==> config.mk <==
export PLATFORM = sky130hd
export DESIGN_NAME = fp_norm_ctrl
export DESIGN_NICKNAME = d
export VERILOG_FILES = /design/src/rtl/fp_norm_ctrl.sv
export SDC_FILE = /design/constraint.sdc
export NUM_CORES = 1
export LEC_CHECK = 0
export ABC_CLOCK_PERIOD_IN_PS = 3950
export BUFFER_PORTS_ARGS = -buffer_cell sky130_fd_sc_hd__buf_4
export CAP_MARGIN = 20
export CORE_MARGIN = 2
export CORE_UTILIZATION = 61
export CTS_BUF_LIST = sky130_fd_sc_hd__clkbuf_16
export DETAILED_ROUTE_END_ITERATION = 12
export PLACE_DENSITY = 0.85
export SYNTH_ARGS = -nofsm -noshare
export SYNTH_HDL_FRONTEND = slang
export SYNTH_SLANG_ARGS = --single-unit
==> constraint.sdc <==
create_clock -name clk -period 3.95 [get_ports clk]
set_clock_uncertainty 0.05 [all_clocks]
set_input_delay 0.395 -clock clk [delete_from_list [all_inputs] [get_ports clk]]
set_output_delay 0.395 -clock clk [all_outputs]
set_load 0.01 [all_outputs]
==> src/rtl/fp_norm_ctrl.sv <==
// Half-precision normalization controller: leading-zero count, shift and exponent adjust.
// FP_NORM_DENORM_EN selects gradual underflow; undefined flushes to a fully normalized significand.

module lshifter (
    input  logic [10:0] d,
    input  logic [3:0]  sel,
    output logic [10:0] q
);
    assign q = d << sel;
endmodule

module fp_norm_ctrl #(
    parameter int unsigned EW = 5
) (
    input  logic          clk,
    input  logic          rst_n,
    input  logic          in_valid,
    output logic          in_ready,
    input  logic [10:0]   in_mant,
    input  logic [EW-1:0] in_exp,
    output logic          out_valid,
    input  logic          out_ready,
    output logic [10:0]   out_mant,
    output logic [EW-1:0] out_exp,
    output logic          out_zero,
    output logic          out_uflow,
    output logic          busy
);
    localparam int unsigned MW = 11;
    localparam int unsigned XW = EW + 1;

    localparam logic [1:0] IDLE = 2'd0;
    localparam logic [1:0] CNT  = 2'd1;
    localparam logic [1:0] SHF  = 2'd2;
    localparam logic [1:0] DONE = 2'd3;

    logic [1:0]    st, st_nx;
    logic [MW-1:0] mant_q;
    logic [EW-1:0] exp_q;
    logic [3:0]    s_q, s_c, lz_c;
    logic [EW-1:0] e_q, e_c;
    logic          uflow_q, uflow_c, zero_q, zero_c;
    logic [MW-1:0] sh_out;
    logic [XW-1:0] e_w, lz_w;

    // State register
    always_ff @(posedge clk or negedge rst_n) begin
        if (!rst_n) st <= IDLE;
        else        st <= st_nx;
    end

    // Next-state logic
    always_comb begin
        st_nx = st;
        case (st)
            IDLE:    if (in_valid)  st_nx = CNT;
            CNT:     st_nx = SHF;
            SHF:     st_nx = DONE;
            DONE:    if (out_ready) st_nx = IDLE;
            default: st_nx = IDLE;
        endcase
    end

    assign in_ready  = (st == IDLE);
    assign out_valid = (st == DONE);
    assign busy      = (st != IDLE);

    // Leading-zero count of the held significand; 11 when zero
    always_comb begin
        lz_c = 4'(MW);
        for (int i = 0; i < int'(MW); i++) begin
            if (mant_q[i]) lz_c = 4'(int'(MW) - 1 - i);
        end
    end

    // Shift amount and exponent adjust, in EW+1 bits so nothing wraps
    always_comb begin
        e_w     = {1'b0, exp_q};
        lz_w    = XW'(lz_c);
        s_c     = 4'd0;
        e_c     = '0;
        uflow_c = 1'b0;
        zero_c  = 1'b0;
        if (mant_q == '0) begin
            zero_c = 1'b1;
        end else if (exp_q == '0) begin
            s_c = 4'd0;
        end else if (lz_w <= e_w - XW'(1)) begin
            s_c = lz_c;
            e_c = EW'(e_w - lz_w);
        end else begin
            uflow_c = 1'b1;
`ifdef FP_NORM_DENORM_EN
            s_c = 4'(e_w - XW'(1));
`else
            s_c = lz_c;
`endif
        end
    end

    lshifter u_lshifter (
        .d   (mant_q),
        .sel (s_q),
        .q   (sh_out)
    );

    // Operand capture, shift plan and result registers
    always_ff @(posedge clk or negedge rst_n) begin
        if (!rst_n) begin
            mant_q    <= '0;
            exp_q     <= '0;
            s_q       <= '0;
            e_q       <= '0;
            uflow_q   <= 1'b0;
            zero_q    <= 1'b0;
            out_mant  <= '0;
            out_exp   <= '0;
            out_zero  <= 1'b0;
            out_uflow <= 1'b0;
        end else begin
            case (st)
                IDLE: if (in_valid) begin
                    mant_q <= in_mant;
                    exp_q  <= in_exp;
                end
                CNT: begin
                    s_q     <= s_c;
                    e_q     <= e_c;
                    uflow_q <= uflow_c;
                    zero_q  <= zero_c;
                end
                SHF: begin
                    out_mant  <= sh_out;
                    out_exp   <= e_q;
                    out_zero  <= zero_q;
                    out_uflow <= uflow_q;
                end
                DONE: if (out_ready) begin
                    out_zero  <= 1'b0;
                    out_uflow <= 1'b0;
                end
                default: ;
            endcase
        end
    end
endmodule

==> flow_summary_export.csv, run 1 <==
group,metric,value,unit
place,dpl_cell_area,0.00292,mm2
die,ios,41,
timing,relSlewSlack,35.3,%
cells_and_area,synthToLayoutAreaGrowth,17.5,%
clock_tree,cts_setup_buffers,0,
routing,drt_iter0_drc,118,
critical_path,end_kind,"flip-flop",
timing,slew_viol_final,0,
clock_tree,cts_max_path_buffers,2,
pwr,peakVddDrop,0.460,mV
yosys,syn_inst,241,
pwr,power-per-cell-area,924,mW/mm2
yosys,synth-seq-area-share,45.2,%
critical_path,worstSetupPathType,"flip-flop to flip-flop",
timing,hold_violations,0,
pwr,p_leak,1.45,nW
yosys,muxShareOfSynthArea,19.1,%
place,place.gp.congestion,0.913,
cells_and_area,antenna_cells,0,
critical_path,rr_startpoint,"mant_q[2]",
yosys,syn_nets,275,
timing,setup_tns,0,ns
yosys,synthAdderAreaFrac,7.02,%
yosys,synth_top_family_by_area,"multiplexers",
timing,fmax,424,MHz
clock_tree,numCtsBuffers,5,
global_route,top_usage_layer,"met2",
cells_and_area,num-fill-cells,283,
place,place.detailed.hpwl,3.69,mm
yosys,synth_cell_types,42,
die,core.rowCount,23,
cells_and_area,stdcell_area,0.00306,mm2
routing,remaining_drc_errors,0,
clock_tree,cts_tree,"built",
global_route,grtUsageMet2,36.3,%
run,drv_cap,0,
die,die_area,0.00480,mm2
global_route,use_met3,4.80,%
die,start_util,64.1,%
global_route,antenna_found_initial,0,
die,core-area,0.00406,mm2
cells_and_area,drive_gt1_share,24.6,%
global_route,grt_usage,23.8,%
run_status,outcome,"finished clean",
yosys,ys_ff_latch,47,
timing,setup_viol,0,
clock_tree,clkTransAtPathRegs,0.06,ns
routing,vias_per_cell,5.80,
routing,routed_wl,5.27,mm
critical_path,reg2reg_slack,1.59,ns
yosys,synth_top_cell_by_area,"dfrtp_1",
clock_tree,clkLatencyLatePin,0.28,ns
worst_hold_path,min_path_type,"primary input to asynchronous set/reset pin",
yosys,synthSimpleGateAreaFrac,8.89,%
yosys,synth_compound_area_share,11.7,%
yosys,syn_area,0.00260,mm2
yosys,synth_top_cell_area_share,45.2,%
cells_and_area,nets,314,
critical_path,reg2regPathDepth,10,
routing,wl_per_cell,15.9,um
critical_path,cp.required,4.10,ns
cells_and_area,mostFrequentLayoutCells,"47 x dfrtp_1, 40 x buf_4, 31 x inv_1, 18 x nand2_1, 14 x o22ai_1",
place,io_buffers,40,
critical_path,r2r_end,"e_q[2]",
yosys,synth-xor-area-share,1.68,%
timing,grt_setup_unrepaired,"false",
yosys,synth_area_per_cell,10.8,um2
critical_path,start_kind,"flip-flop",
clock_tree,cts_root_buffer,"clkbuf_16",
yosys,synth.top_cells.by_area,"dfrtp_1 45%, ha_1 6.3%, mux4_2 5.2%",
die,die_w,69.3,um
cells_and_area,mostFrequentLayoutCell,"dfrtp_1",
clock_tree,numClockSinks,47,
global_route,grt_pass1_wl,9.14,mm
timing,worstMarginPinSlew,0.971,ns
timing,finalCriticalPeriod,2.36,ns
routing,drtAntennaViolNets,0,
clock_tree,cts-resized-gates,0,
global_route,overflow,0,
global_route,grt_max_degree,48,
critical_path,cp_max_fo,6,
routing,num_vias,1920,
yosys,synth-warning-count,0,
critical_path,arrival,2.51,ns
clock_tree,holdBufCountCts,0,
routing,dr.pass1.iters,5,
global_route,grt_pass1_vias,1879,
die,die_h,69.3,um
clock_tree,htreeDepth,2,
global_route,grtUsageMet1,34.6,%
cells_and_area,final_core_util,75.3,%
timing,fin_crit_sh,59.7,%
[state kept, by name, indices dropped and copies added, names as in the netlist]
register,count
out_uflow,1
out_mant,11
out_zero,1
out_exp,5
s_q,4
st,2
exp_q,5
mant_q,11
e_q,5
zero_q,1
uflow_q,1
[layout make-up]
type / count / area, um2 / area share [%]
sequential: 47 / 1180 / 38.5
timing repair buffer: 40 / 300 / 9.82
tap: 50 / 62.6 / 2.05
multi-input combinational: 154 / 1260 / 41.3
clock inverter: 3 / 11.3 / 0.368
clock buffer: 5 / 125 / 4.09
inverter: 32 / 120 / 3.93
[synthesized netlist by cell type, drive strengths merged]
| library cell | instances |
|---|---|
| a31o | 1 |
| nor2b | 4 |
| a41o | 1 |
| nor3b | 1 |
| inv | 32 |
| o32a | 1 |
| mux4 | 6 |
| a2111oi | 1 |
| a22oi | 1 |
| a31oi | 1 |
| a211oi | 1 |
| a21oi | 13 |
| nand2 | 18 |
| xor2 | 1 |
| nand4b | 1 |
| o21ai | 9 |
| o32ai | 1 |
| ha | 13 |
| clkbuf | 1 |
| o31ai | 2 |
| nand3 | 2 |
| o211ai | 1 |
| dfrtp | 47 |
| mux2 | 23 |
| o22ai | 14 |
| mux2i | 10 |
| fa | 1 |
| nor3 | 4 |
| nor4 | 2 |
| xnor2 | 4 |
| buf | 7 |
| nand2b | 1 |
| nor2 | 13 |
| nand4 | 2 |
| a21o | 1 |
[how the worst max path moves through the flow]
stage,startpoint,end,slack (ns),depth (start not counted)
floorplan,mant_q[5],e_q[4],1.84,11
global placement,mant_q[5],e_q[4],1.72,11
detailed placement,mant_q[5],e_q[4],1.60,11
CTS,mant_q[2],e_q[2],1.58,10
global route,mant_q[1],e_q[2],1.33,10
finish,mant_q[2],e_q[2],1.59,10
[cell families after synthesis]
logic type	Yosys count
muxes	39
xor gates and xnor gates	5
AOI/OAI and AO/OA	48
buffers and inverters	40
and+or+nand+nor	48
adders and majority gates	14
DFF	47
[per-layer routing]
| layer | wire [um] | share of wire, % | vias to the layer above |
|---|---|---|---|
| li1 | - | - | 926 |
| met5 | 0 | 0 | - |
| met4 | 93 | 1.8 | 0 |
| met1 | 2430 | 46 | 923 |
| met2 | 2460 | 47 | 61 |
| met3 | 277 | 5.3 | 10 |
[report_power, final]
| group | switching [mW] | leakage (nW) | internal (mW) |
|---|---|---|---|
| Combinational | 0.719 | 0.801 | 0.731 |
| Clock | 0.164 | 0.0701 | 0.228 |
| Sequential | 0.278 | 0.582 | 0.705 |
[metrics by stage]
step | total power, mW | setup slack (ns) | hold WS (ns) | instances
after detailed placement | 2.41 | 1.60 | 0.388 | 323
after global routing | 3.05 | 1.33 | 0.120 | 331
after global placement | 2.35 | 1.72 | 0.386 | 323
final | 2.82 | 1.59 | 0.0670 | 331
after floorplan | 1.99 | 1.84 | 0.0494 | 241
after CTS | 2.84 | 1.58 | 0.0864 | 331
[worst max-delay path: stages, from the launching register on]
cell and delay [ns]:
dfrtp_1 0.45, nor2_1 0.17, nor3_1 0.06, o31ai_1 0.29
nand2_1 0.16, inv_1 0.13, ha_1 0.26, a21oi_1 0.14
o21ai_0 0.14, a41o_1 0.27, o22ai_1 0.16
No activity file was read; power rests on OpenSTA's default activity.
==> inputs of run 2 (changes only) <==
==> config.mk (replaced) <==
export PLATFORM = sky130hd
export DESIGN_NAME = fp_norm_ctrl
export DESIGN_NICKNAME = d
export VERILOG_FILES = /design/src/rtl/fp_norm_ctrl.sv
export SDC_FILE = /design/constraint.sdc
export NUM_CORES = 1
export LEC_CHECK = 0
export ABC_CLOCK_PERIOD_IN_PS = 2400
export BUFFER_PORTS_ARGS = -buffer_cell sky130_fd_sc_hd__buf_4
export CAP_MARGIN = 20
export CORE_MARGIN = 2
export CORE_UTILIZATION = 56
export CTS_BUF_LIST = sky130_fd_sc_hd__clkbuf_16
export DETAILED_ROUTE_END_ITERATION = 12
export PLACE_DENSITY = 0.79
export SYNTH_ARGS = -nofsm -noshare
export SYNTH_HDL_FRONTEND = slang
export SYNTH_SLANG_ARGS = --single-unit
==> constraint.sdc (replaced) <==
create_clock -name clk -period 2.4 [get_ports clk]
set_clock_uncertainty 0.05 [all_clocks]
set_input_delay 0.24 -clock clk [delete_from_list [all_inputs] [get_ports clk]]
set_output_delay 0.24 -clock clk [all_outputs]
set_load 0.01 [all_outputs]
==> run 2 against run 1 <==
First-iteration DRC count fell by 14%. Via count rose by 1.3%. Utilization is 3.4 points lower. Power is 76% higher.
==> flow_summary_export.csv, run 2 (synthesis results as in run 1) <==
group,metric,value,unit
critical_path,worstSetupPathType,"flip-flop to flip-flop",
pwr,seqPwrFrac,33.4,%
critical_path,critical_path_buf_inv_count,3,
timing,finalCriticalPeriod,2.32,ns
critical_path,reg2reg_slack,0.08,ns
critical_path,end_kind,"flip-flop",
worst_hold_path,whs_path_depth,2,
cells_and_area,final_core_util,71.9,%
run,drv_cap,0,
pwr,swShare,41.0,%
global_route,grt_pass1_vias,1833,
place,pre_cts_ws,-0.00826,ns
pwr,power,4.97,mW
critical_path,cp_max_fo,8,
place,place.detailed.hpwl,3.88,mm
critical_path,cpMaxStageDelayCell,"dfrtp_2",
run_status,outcome,"finished clean",
routing,routed_wl,5.53,mm
cells_and_area,nets,319,
critical_path,cp.required,2.52,ns
critical_path,path_delay_family,"adder cells",
global_route,grt_max_degree,48,
worst_hold_path,hold-path-endpoint,"exp_q[0]",
routing,vias_per_cell,5.75,
clock_tree,cts_max_path_buffers,2,
cells_and_area,num-fill-cells,301,
place,dpl_cell_area,0.00295,mm2
pwr,p_int,2.94,mW
timing,fin_crit_sh,96.7,%
pwr,p_comb_share,51.2,%
cells_and_area,mostFrequentLayoutCells,"44 x buf_4, 43 x dfrtp_1, 30 x inv_1, 18 x nand2_1, 14 x o22ai_1",
routing,drtAntennaViolNets,0,
timing,hold_violations,0,
timing,relSlewSlack,53.4,%
cells_and_area,antenna_cells,0,
pwr,clkPwrFrac,15.4,%
pwr,peakVddDrop,0.798,mV
global_route,overflow,0,
die,core-area,0.00441,mm2
pwr,switchingPower,2.04,mW
die,die_h,72.2,um
clock_tree,numCtsBuffers,5,
worst_hold_path,hp-start,"in_exp[0]",
critical_path,arrival,2.44,ns
pwr,power-per-cell-area,1570,mW/mm2
clock_tree,clkLatencyLatePin,0.29,ns
timing,fmax,431,MHz
critical_path,max_stage_delay,0.49,ns
routing,wl_per_cell,16.4,um
routing,remaining_drc_errors,0,
cells_and_area,mostFrequentLayoutCell,"buf_4",
critical_path,rr_startpoint,"mant_q[8]",
global_route,antenna_found_initial,0,
cells_and_area,drive_gt1_share,28.7,%
die,die_area,0.00521,mm2
critical_path,start_kind,"flip-flop",
clock_tree,cts_root_buffer,"clkbuf_16",
clock_tree,clkTransAtPathRegs,0.06,ns
routing,drt_iter0_drc,102,
global_route,grt_usage,22.8,%
clock_tree,numClockSinks,47,
cells_and_area,synthToLayoutAreaGrowth,22.0,%
critical_path,crit_path_frequent_cell,"inv_1",
cells_and_area,stdcell_area,0.00318,mm2
timing,fin_ws,0.0792,ns
timing,setup_tns,0,ns
die,die_w,72.2,um
die,ios,41,
worst_hold_path,min_path_type,"primary input to flip-flop",
critical_path,reg2regPathDepth,12,
global_route,grt_pass1_wl,9.05,mm
cells_and_area,top_regs,"mant_q x11, out_mant x11",
place,place.gp.congestion,0.861,
pwr,p_leak,1.49,nW
critical_path,crit_chain,"inv_1, a21oi_1, nor2_1, a21oi_2, inv_1, ha_1, fa_1, inv_1, a21o_1, a21oi_1, xnor2_1, o22ai_1",
die,core.rowCount,24,
critical_path,r2r_end,"e_q[4]",
routing,num_vias,1945,
die,start_util,59.0,%
timing,worstMarginPinSlew,0.697,ns
place,io_buffers,40,
clock_tree,cts_tree,"built",
routing,dr.pass1.iters,4,
timing,slew_viol_final,0,
clock_tree,htreeDepth,2,
timing,setup_viol,0,
run 2: changes by cell type in the layout (fill, tap and decap cells not counted), moves of 2 or more:
cell	delta
a21oi_1	-2
a21oi_2	+2
nor4_4	+2
buf_4	+4
dfrtp_1	-4
nor4_2	-2
dfrtp_2	+4
run 2: cell type report:
class                           count  area, um2  share of cell area [%]
Multi-Input combinational cell    154       1310                    41.1
Sequential cell                    47       1180                    37.2
Timing Repair Buffer               45        340                    10.7
Clock buffer                        5        125                    3.94
Inverter                           32        120                    3.78
Tap cell                           52       65.1                    2.05
Clock inverter                      3       38.8                    1.22
run 2: timing repair:
action,CTS,global route
pin swaps,0,1
hold buffers,1,0
endpoints found under the setup margin,1,5
resized for setup,2,10
setup buffers,0,1
endpoints found under the hold margin,47,0
run 2: worst max path at each step:
stage,start,end,cells past startpoint
CTS,mant_q[4],e_q[4],10
global placement,mant_q[5],e_q[4],11
floorplan,mant_q[5],e_q[4],11
global route,mant_q[8],e_q[4],12
detailed placement,mant_q[5],e_q[4],11
finish,mant_q[8],e_q[4],12
run 2: metal layers:
layer	global-route usage [%]	vias to the layer above	part of all wire [%]
li1	-	940	-
met3	5.00	12	4.8
met4	7.13	0	2.2
met2	34.8	71	48
met5	0	-	0
met1	32.9	922	45
run 2: power groups by stage:
stage	sequential (mW)	combinational (mW)	clock, mW
finish	1.66	2.55	0.768
CTS	1.60	2.46	0.782
floorplan	1.52	1.76	0
detailed placement	1.61	2.41	0
global placement	1.58	2.32	0
global route	1.72	2.80	0.814
run 2: through the flow:
step,hold slack (ns),instances
2_1_floorplan,-0.106,241
3_3_place_gp,0.231,328
3_5_place_dp,0.236,328
4_1_cts,0.115,337
5_1_grt,0.122,338
6_report,0.115,338
